[src/rtl/nonce_search_pkg.sv]
// Shared types and constants for the nonce-search controller and its comparator.
package nonce_search_pkg;

  localparam int DATA_BYTES_DEF = 12;
  localparam int NONCE_W_DEF    = 32;
  localparam int HASH_W_DEF     = 24;
  localparam int HDR_W          = DATA_BYTES_DEF * 8;
  localparam int BLOCK_W        = HDR_W + NONCE_W_DEF;

  // The two hash bytes that must both fall strictly below the target.
  localparam int HASH_B0_MSB = 23;
  localparam int HASH_B1_MSB = 15;

  typedef enum logic [2:0] {
    IDLE  = 3'd0,
    ISSUE = 3'd1,
    WAIT  = 3'd2,
    CHECK = 3'd3,
    FOUND = 3'd4,
    FAIL  = 3'd5
  } state_t;

endpackage

[src/rtl/nonce_search_cmp.sv]
// Combinational pass check: both upper hash bytes strictly below the target.
module nonce_search_cmp
  import nonce_search_pkg::*;
#(
  parameter int HASH_W = HASH_W_DEF
) (
  input  logic [HASH_W-1:0] hash_value,
  input  logic [7:0]        target,
  output logic              pass
);

  logic [7:0] byte0;
  logic [7:0] byte1;
  logic       unused_low;

  assign byte0      = hash_value[HASH_B0_MSB -: 8];
  assign byte1      = hash_value[HASH_B1_MSB -: 8];
  assign unused_low = ^hash_value[HASH_B1_MSB-8:0];

  // Equality fails, so target=0 can never pass.
  assign pass = (byte0 < target) && (byte1 < target);

endmodule

[src/rtl/nonce_search_ctrl.sv]
// Nonce-search sequencer: IDLE -> ISSUE -> WAIT -> CHECK -> (ISSUE | FOUND | FAIL).
// One hash request per nonce from 0 up to MAX_NONCE; first pass wins.
module nonce_search_ctrl
  import nonce_search_pkg::*;
#(
  parameter int                   DATA_BYTES = DATA_BYTES_DEF,
  parameter int                   NONCE_W    = NONCE_W_DEF,
  parameter int                   HASH_W     = HASH_W_DEF,
  parameter logic [NONCE_W-1:0]   MAX_NONCE  = '1
) (
  input  logic                            clk,
  input  logic                            reset,
  input  logic                            start,
  input  logic [DATA_BYTES*8-1:0]         data_in,
  input  logic [7:0]                      target,
  output logic                            hash_start,
  output logic [DATA_BYTES*8+NONCE_W-1:0] hash_block,
  input  logic                            hash_done,
  input  logic [HASH_W-1:0]               hash_value,
  output logic                            busy,
  output logic                            finished,
  output logic                            exhausted,
  output logic [NONCE_W-1:0]              nonce_out
);

  localparam int HDR_L = DATA_BYTES * 8;

  state_t             state;
  logic [HDR_L-1:0]   hdr_q;
  logic [NONCE_W-1:0] nonce_q;
  logic [NONCE_W-1:0] nonce_nxt;
  logic [7:0]         tgt_q;
  logic [HASH_W-1:0]  hv_q;
  logic               pass;

  assign nonce_nxt = nonce_q + {{(NONCE_W-1){1'b0}}, 1'b1};

  nonce_search_cmp #(
    .HASH_W(HASH_W)
  ) u_cmp (
    .hash_value(hv_q),
    .target    (tgt_q),
    .pass      (pass)
  );

  always_ff @(posedge clk or negedge reset) begin
    if (!reset) begin
      state      <= IDLE;
      hash_start <= 1'b0;
      hash_block <= '0;
      busy       <= 1'b0;
      finished   <= 1'b0;
      exhausted  <= 1'b0;
      nonce_out  <= '0;
      hdr_q      <= '0;
      nonce_q    <= '0;
      tgt_q      <= '0;
      hv_q       <= '0;
    end else begin
      hash_start <= 1'b0;
      case (state)
        IDLE, FOUND, FAIL: begin
          if (start) begin
            hdr_q      <= data_in;
            tgt_q      <= target;
            nonce_q    <= '0;
            finished   <= 1'b0;
            exhausted  <= 1'b0;
            busy       <= 1'b1;
            // Request fields are loaded here so they are valid during ISSUE.
            hash_start <= 1'b1;
            hash_block <= {data_in, {NONCE_W{1'b0}}};
            state      <= ISSUE;
          end
        end
        ISSUE: state <= WAIT;
        WAIT: begin
          if (hash_done) begin
            hv_q  <= hash_value;
            state <= CHECK;
          end
        end
        CHECK: begin
          if (pass) begin
            nonce_out <= nonce_q;
            finished  <= 1'b1;
            busy      <= 1'b0;
            state     <= FOUND;
          end else if (nonce_q == MAX_NONCE) begin
            nonce_out <= nonce_q;
            exhausted <= 1'b1;
            busy      <= 1'b0;
            state     <= FAIL;
          end else begin
            nonce_q    <= nonce_nxt;
            hash_start <= 1'b1;
            hash_block <= {hdr_q, nonce_nxt};
            state      <= ISSUE;
          end
        end
        default: state <= IDLE;
      endcase
    end
  end

endmodule
[config.mk]
export PLATFORM = sky130hd
export DESIGN_NAME = nonce_search_ctrl
export DESIGN_NICKNAME = d
export VERILOG_FILES = /design/src/rtl/nonce_search_pkg.sv /design/src/rtl/nonce_search_cmp.sv /design/src/rtl/nonce_search_ctrl.sv
export SDC_FILE = /design/constraint.sdc
export NUM_CORES = 1
export LEC_CHECK = 0
export ABC_CLOCK_PERIOD_IN_PS = 2900
export BUFFER_PORTS_ARGS = -buffer_cell sky130_fd_sc_hd__buf_2
export CELL_PAD_IN_SITES_DETAIL_PLACEMENT = 2
export CELL_PAD_IN_SITES_GLOBAL_PLACEMENT = 2
export CORE_AREA = 5 5 206 228
export DETAILED_ROUTE_END_ITERATION = 7
export DIE_AREA = 0 0 211 233
export PLACE_DENSITY = 0.85
export SLEW_MARGIN = 5
export SYNTH_ARGS = -nofsm -noshare
export SYNTH_HDL_FRONTEND = slang
export SYNTH_HIERARCHICAL = 1
export SYNTH_SLANG_ARGS = --single-unit
[constraint.sdc]
create_clock -name clk -period 2.9 [get_ports clk]
set_input_delay 0.145 -clock clk [delete_from_list [all_inputs] [get_ports clk]]
set_output_delay 0.145 -clock clk [all_outputs]
set_load 0.02 [all_outputs]
[Word level (Yosys, flattened, before mapping)]
Cells that the tools add are included.
W data, S select, Z words.
Word-level totals
  output and inout bits: 164
  flip-flop bits (word level): 327
  logic and storage cells: 69
  input port bits: 132
Operators by class
  reduce and logical (&&, ||, !) cells: 13
  muxes and demuxes: 29
  eq/ne operators: 13
  magnitude comparators: 2
  add/subtract/negate cells: 1
Operators by type and width (count)
  $mux W128: 3
  $pmux W128 S2: 1
  $mux W32: 5
  $pmux W32 S2: 1
  $add A32 B1 Y32 const B: 1
  $eq A32 B32 Y1 const B: 1
  $lt A8 B8 Y1: 2
  $mux W3: 4
  $ne A2 B2 Y1 const B: 6
  $pmux W3 S4: 1
  $mux W1: 10
  $pmux W1 S2: 4
  $reduce_and A2 Y1: 4
  $reduce_and A4 Y1: 2
  $eq A3 B2 Y1 const B: 2
  $eq A3 B3 Y1 const B: 2
  $reduce_and A3 Y1: 2
  $reduce_bool A2 Y1: 2
  $eq A3 B1 Y1 const B: 1
  $logic_not A3 Y1: 1
  $ne A3 B3 Y1 const B: 1
  $reduce_or A3 Y1: 1
  $logic_and A1 B1 Y1: 1

[Longest topological paths before layout]
Gate-level depths: netlist of run 1.
  depth in word-level cells: 4
  gate-level depth with buffers: 12
  gate-level depth less buffers: 11

[Cells and area by module]
Netlist of run 1, hierarchy kept.
By module, submodules not included
  nonce_search_ctrl: times used 1, cells an instance 1306, seq. area each 7382.1 um^2, area an instance 12826.1 um^2
  nonce_search_cmp: times used 1, cells an instance 40, seq. area each 0.0 um^2, area an instance 331.6 um^2

[Worst setup path before layout of run 1]
No wires, ideal clock.
  kind: register -> register
  start: register tgt_q[7]
  end: register hash_block[100]
  buffers on the path: 2
  data arrival time: 2.917 ns
  stages on the path, launching flop included: 13
  clock period less this slack: 3.041 ns
  library setup time: 0.125 ns
  setup slack: -0.141 ns
  required time: 2.775 ns
  path through: dfrtp_1 inv_1 ha_1 and3_4 a211o_1 a221o_1 a311oi_1 nor2_1 nor2_1 a21oi_1 buf_2 buf_2 mux2_2
On the way
  longest elaborated chain between the ends: 4
  elaborated cells on any way between the ends: 5
  those cells by class: 2 x order compare; 1 x eq/ne; 2 x reduce/logical
RTL lines
  from (decl): line nonce_search_ctrl.sv:32  | logic [7:0] tgt_q;
  from (signal assigned): line nonce_search_ctrl.sv:65  | tgt_q <= target;
  $lt A8 B8 Y1: line nonce_search_cmp.sv:21  | assign pass = (byte0 < target) && (byte1 < target);
  $logic_and A1 B1 Y1 (*): line nonce_search_cmp.sv:21
  net pass: line nonce_search_ctrl.sv:34  | logic pass;
  $ne A2 B2 Y1 (no line) (*)
  $reduce_and A4 Y1 (no line) (*)
  to (signal assigned): line nonce_search_ctrl.sv:72  | hash_block <= {data_in, {NONCE_W{1'b0}}};
  to (signal assigned): line nonce_search_ctrl.sv:97  | hash_block <= {hdr_q, nonce_nxt};
  to (decl): line nonce_search_ctrl.sv:17  | output logic [DATA_BYTES*8+NONCE_W-1:0] hash_block,
Mark *: on every way through the listed nets, which the timed path passes. The rest lies on a longest branch.
A chain may end at the register's enable or synchronous reset.

[Worst setup path in the final report of run 1]
  start: register tgt_q[7]
  end: register hash_block[33]
The elaborated chain is that of the path after synthesis.

==> summary.txt, run 1 <==
Detailed routing
  – DRC errors left: 0
  – Final wirelength: approximately 56000 µm
  – Iter 0 DRT Violations: 542
  – Remaining antenna violation count: 0
  – 1st-pass router iterations: 5
  – Via count: approximately 12000
  – Routed vias/inst: around 5.0
  – Wire per inst: between 20 and 25 µm

STA
  – Period utilization: 103%
  – RSZ-0062 raised after global routing: yes
  – Hold Slack: approximately 0.076 ns
  – Worst slew margin: a little over two fifths
  – Achievable frequency: 333 MHz
  – Max Transition Viols Final: 0
  – Final setup viols: 97
  – Min Tclk post-route: between 2 and 3 ns
  – Fin Clk Skew: around 0.023 ns
  – Final count of hold timing violations: 0
  – Final worst setup slack: -0.0986 ns
  – Worst slew pin tran: roughly 0.85 ns

Clock network
  – Latest clock arrival within the worst-skew pair: between 0.5 and 0.6 ns
  – Clock Sinks: 287
  – Reg clk slew, reported paths: roughly 0.06 ns
  – Clk buf depth: 3
  – Root Buffer: clkbuf_16
  – CTS H-tree depth: 2
  – CTS buffer count: 35
  – TritonCTS clock tree: done

Synthesis
  – Mapped Cells: roughly 1300
  – Syn Std Cell Area: 12900 µm²
  – Yosys warnings: 6
  – Syn Nets: roughly 1500
  – Post-synthesis average cell area: 9.67 µm²

Power
  – Leak: about 9.4 nW
  – PwrDens: 1210 nW/µm²
  – Maximum vdd drop: 0.584 mV
  – Pwr Total: between 20 and 25 mW

Final layout
  – Nets: 1909
  – Utilization after layout: 41.2%
  – Layout cells sized above 1: roughly a third
  – P&R area growth vs syn: 41.5%

Critical path
  – CP top delay family: buffers and inverters
  – Worst EP required: between 3 and 4 ns
  – Cells along the critical path: inv_2 -> ha_4 -> and3_4 -> a211o_1 -> a221o_1 -> a311oi_2 -> buf_4 -> buf_6 -> nor2_4 -> nor2_4 -> a21oi_4 -> buf_12 -> buf_12 -> buf_16 -> mux2_2
  – CP bufs+invs: 6
  – Largest fanout on the critical path: 14
  – Worst setup SP type: flop
  – Critical path arrival: roughly 3.4 ns
  – Crit Path Category: flop to flop
  – Max incr delay on CP: roughly 0.39 ns
  – CP endpoint kind: flop
  – Slowest cell on crit path: dfrtp_1

GRT
  – Global-route wire length before repair: about 87000 µm
  – Vias in the first global route: roughly 14000
  – Congestion Overflow GR: 0
  – Largest net degree at the start of global routing: 85
  – Total GRT Usage: roughly 23%
  – Initial antenna violation count: 0

Hold path
  – Hold WC Path Type: primary input to flop

Status
  – Violated checks: setup timing
  – Run status: finished, violations left

Die
  – Ports: 296
  – Core Rows: 81
  – Die width: between 200 and 250 µm
  – Die H: about 230 µm
  – Die ar.: around 50000 µm²
  – Starting Density: around 29%
  – Core ar.: 44200 µm²

Flow run
  – Max-cap violation count: 0

Placed design
  – DP HPWL: 30600 µm
  – Port Buf Inserts: 287
  – Gpl congestion: 0.745
[worst reg2reg max path, delay by kind of cell, from the launching register on]
| family | cells | cell delay, ns |
|---|---|---|
| muxes | 1 | 0.34 |
| buffers and inverters | 6 | 0.80 |
| AOI/OAI and AO/OA | 4 | 0.80 |
| adders and majority gates | 1 | 0.20 |
| and+or+nand+nor | 3 | 0.35 |
| DFF | 1 | 0.39 |
[metal layers]
| metal | track usage (%) | routed length (µm) | part of all wire (%) |
|---|---|---|---|
| met1 | 25.5 | 21400 | 38 |
| met5 | 0 | 0 | 0 |
| met2 | 42.1 | 30100 | 54 |
| met3 | 3.68 | 2340 | 4.2 |
| met4 | 9.56 | 2360 | 4.2 |
[final cells by class]
| type | count | area (µm²) |
|---|---|---|
| Fill cell | 4683 | 26000 |
| Sequential cell | 287 | 7180 |
| Multi-Input combinational cell | 950 | 5420 |
| Timing Repair Buffer | 473 | 3590 |
| Clock buffer | 55 | 1100 |
| Tap cell | 581 | 727 |
| Clock inverter | 7 | 116 |
| Inverter | 15 | 56.3 |
| Antenna cell | 1 | 2.50 |
[through the flow]
stage,TNS (ns),area [µm²],setup WS [ns],std cells
floorplan,0,12900,0.00627,1330
global placement,0,15200,0.0301,2161
detailed placement,-3.61,15200,-0.0692,2161
CTS,-5.73,18200,-0.0934,2368
global route,-17.98,18200,-0.206,2368
finish,-3.55,18200,-0.0986,2369
[cells in the final DEF, fill, tap and decap left out, types with 12 or more instances in the layout]
cell type and n:
buf_12 15, buf_16 12, buf_2 286, buf_4 33, clkbuf_16 37, dfrtp_1 287
dlygate4sd3_1 122, ha_1 12, mux2_2 139, mux2i_1 20, nand2_1 622, nand3_1 20
nand4_1 19, nor2_1 15
[registers in the layout (all words and copies together) (netlist names)]
signal / flops
busy: 1
exhausted: 1
finished: 1
hash_block: 128
hash_start: 1
hdr_q: 96
hv_q: 16
nonce_out: 32
state: 3
tgt_q: 8
[what timing repair did]
| item | 4_1_cts | 5_1_grt |
|---|---|---|
| buffers inserted | 14 | 0 |
| gates resized for setup | 35 | 4 |
| endpoints found under the setup margin | 132 | 134 |
| hold buffers | 122 | 0 |
| pin swaps | 6 | 1 |
| endpoints found under the hold margin | 290 | 0 |
| gates cloned | 10 | 0 |
[path summary, 6_finish.rpt]
kind | start | endpoint | slack (ns) | cells after the start
setup / recovery | tgt_q[7] | hash_block[33] | -0.1 | 15
hold / removal | hash_done | state[0] | 0.08 | 5
setup reg to reg | tgt_q[7] | hash_block[33] | -0.1 | 15
hold reg to reg | hdr_q[71] | hdr_q[71] | 0.48 | 2
max in group asynchronous | reset | hdr_q[21] | 1.77 | 4
min in group asynchronous | reset | nonce_out[13] | 0.24 | 2
[power by group]
group	switching [mW]	leakage (nW)	internal [mW]	total [mW]
Clock	1.88	0.598	2.88	4.76
Combinational	5.84	5.17	4.43	10.3
Sequential	1.27	3.60	5.79	7.06
No activity file was read; power rests on OpenSTA's default activity.
==> run 2, diff against run 1 <==
- RECOVER_POWER: unset -> 50
==> run 2 against run 1 <==
The flow finishes with violations (capacitance limit, slew limit, setup timing). Final area fell by 0.37%. Clock skew rose by 0.0015 ns. Global-route usage did not move. Fmax barely moved. Clock power barely moved. Final cell count did not move. Critical path type unchanged.
==> summary.txt, run 2 (synthesis gave the netlist of run 1 again) <==
Critical path
  – Slack of the worst reg-to-reg path: -0.1 ns
  – Max incr delay on CP: between 0.3 and 0.4 ns
  – Worst setup SP type: flop
  – Worst EP required: 3.30 ns
  – FF-to-FF End: hash_block[33]
  – R2R Path Start: tgt_q[7]
  – Cells along the critical path: inv_2 -> ha_4 -> and3_4 -> a211o_1 -> a221o_1 -> a311oi_2 -> buf_4 -> buf_6 -> nor2_4 -> nor2_4 -> a21oi_4 -> buf_12 -> buf_12 -> buf_16 -> mux2_2
  – Crit Path Category: flop to flop
  – WP depth: 15
  – CP bufs+invs: 6
  – CP top delay family: buffers and inverters
  – Slowest cell on crit path: dfrtp_1
  – R2r worst-path depth: 15
  – Setup crit end: hash_block[33]
  – CP endpoint kind: flop
  – Largest fanout on the critical path: 14
  – Crit path launch: tgt_q[7]
  – Critical path arrival: between 3 and 4 ns

STA
  – Final setup viols: 100
  – Final count of hold timing violations: 0
  – Period utilization: 103%
  – Worst slew margin: -57.1%
  – Hold Slack: 0.0766 ns
  – Final worst setup slack: -0.0982 ns
  – Fin Clk Skew: approximately 0.024 ns
  – Achievable frequency: approximately 330 MHz
  – Worst slew pin tran: about 2.4 ns
  – Max Transition Viols Final: 84
  – RSZ-0062 raised after global routing: yes
  – Min Tclk post-route: around 3.0 ns

Detailed routing
  – DRC errors left: 0
  – Wire per inst: 23.7 µm
  – Via count: 11750
  – 1st-pass router iterations: 4
  – Final wirelength: approximately 56000 µm
  – Iter 0 DRT Violations: ~540
  – Routed vias/inst: 4.96
  – Remaining antenna violation count: 0

Hold path
  – Hold WC Path Type: primary input to flop
  – Hold depth: 5

Final layout
  – Utilization after layout: between 40% and 50%
  – Area of the multi-input gates: about 5400 µm²
  – Final instance area: between 15000 and 20000 µm²
  – Commonest non-fill, non-tap cell in the layout: nand2_1
  – Layout cells sized above 1: a little under a third
  – Top Registers: hash_block: 128 flops, hdr_q: 96 flops, nonce_out: 32 flops
  – Nets: between 1500 and 2000
  – Fill count: about 4700
  – Final non-filler cell total: 2369
  – Most flops, register: hash_block
  – P&R area growth vs syn: 40.9%
  – Max FFs per register: roughly 130
  – Register Area: a little over 7000 µm²
  – Most frequent cells in the layout: nand2_1, dfrtp_1, buf_2, mux2_2, dlygate4sd3_1

GRT
  – Initial antenna violation count: 0
  – Largest net degree at the start of global routing: 85
  – Congestion Overflow GR: 0
  – Vias in the first global route: ~14000
  – Global-route wire length before repair: between 80000 and 90000 µm
  – Total GRT Usage: a little under a quarter

Die
  – Core Rows: 81
  – Die width: 211 µm
  – Ports: 296
  – Starting Density: ~29%
  – Die ar.: ~49000 µm²
  – Die H: 233 µm
  – Core ar.: 44200 µm²

Power
  – Leak: 9.28 nW
  – PwrDens: approximately 1200 nW/µm²
  – Maximum vdd drop: 0.584 mV

Placed design
  – Gpl congestion: about 0.75
  – Placed Instance Area: ~15000 µm²
  – DP HPWL: 30600 µm
  – Placed cell count: 2161
  – Port Buf Inserts: approximately 290

Clock network
  – Latest clock arrival within the worst-skew pair: between 0.5 and 0.6 ns
  – Clock Sinks: 287
  – Reg clk slew, reported paths: approximately 0.06 ns
  – Root Buffer: clkbuf_16
  – Clk buf depth: 3
  – CTS buffer count: 35
  – TritonCTS clock tree: done
  – CTS H-tree depth: 2

Flow run
  – Max-cap violation count: 1

Status
  – Run status: finished, violations left
  – Violated checks: capacitance limit, slew limit, setup timing
[run 2: changes by cell type in the layout (fill, tap and decap cells not counted), sizes merged]
| cell | delta |
|---|---|
| buf | -27 |
| clkbuf | +27 |
[run 2: worst min-delay path, delay by kind of cell]
kind                   cells  cell delay, ns
multiplexers               1            0.08
AND/OR/NAND/NOR            2            0.15
AO/OA/AOI/OAI              1            0.08
buffers and inverters      1            0.11
[run 2: repair_timing]
action,in CTS,in global routing
resized for setup,35,4
setup endpoints to repair,132,134
pin swaps,6,1
hold endpoints to repair,290,0
setup buffers,14,0
cloned,10,0
hold buffers,122,0
[run 2: how the worst min path moves through the flow]
stage	from	slack [ns]	to
2_1_floorplan	reset	-0.15	busy
3_3_place_gp	reset	0.21	nonce_out[13]
3_5_place_dp	reset	0.22	nonce_out[12]
4_1_cts	hash_done	0.05	state[0]
5_1_grt	hash_done	0.13	state[0]
6_report	hash_done	0.08	state[0]
[run 2: metrics by stage]
stage | setup slack, ns | setup TNS [ns] | total power [mW]
after CTS | -0.0934 | -5.73 | 21.8
after global placement | 0.0301 | 0 | 15.0
after floorplan | 0.00627 | 0 | 12.2
final | -0.0982 | -3.70 | 22.0
after global routing | -0.206 | -20.43 | 23.3
after detailed placement | -0.0692 | -3.61 | 15.5
[run 2: routing by layer]
metal | track usage, % | up-vias | wire [µm]
met5 | 0 | - | 0
met3 | 3.68 | 127 | 2190
met1 | 25.5 | 6112 | 21600
met4 | 9.56 | 0 | 2320
li1 | - | 5203 | -
met2 | 42.1 | 308 | 30100
[run 2: final cells by class]
type                    count  area share (%)
multi-input cells         950            29.9
clock buffers              55            6.09
well taps                 581            4.01
flip-flops and latches    287            39.6
diodes                      1          0.0138
inverters                  15           0.310
repair buffers            473            19.5
clock inverters             7           0.642
[run 2: where the power goes]
group	switching, mW	total (mW)	internal [mW]
clock	1.87	4.76	2.88
combinational	5.84	10.2	4.39
sequential	1.27	7.06	5.79
total	8.99	22.0	13.1
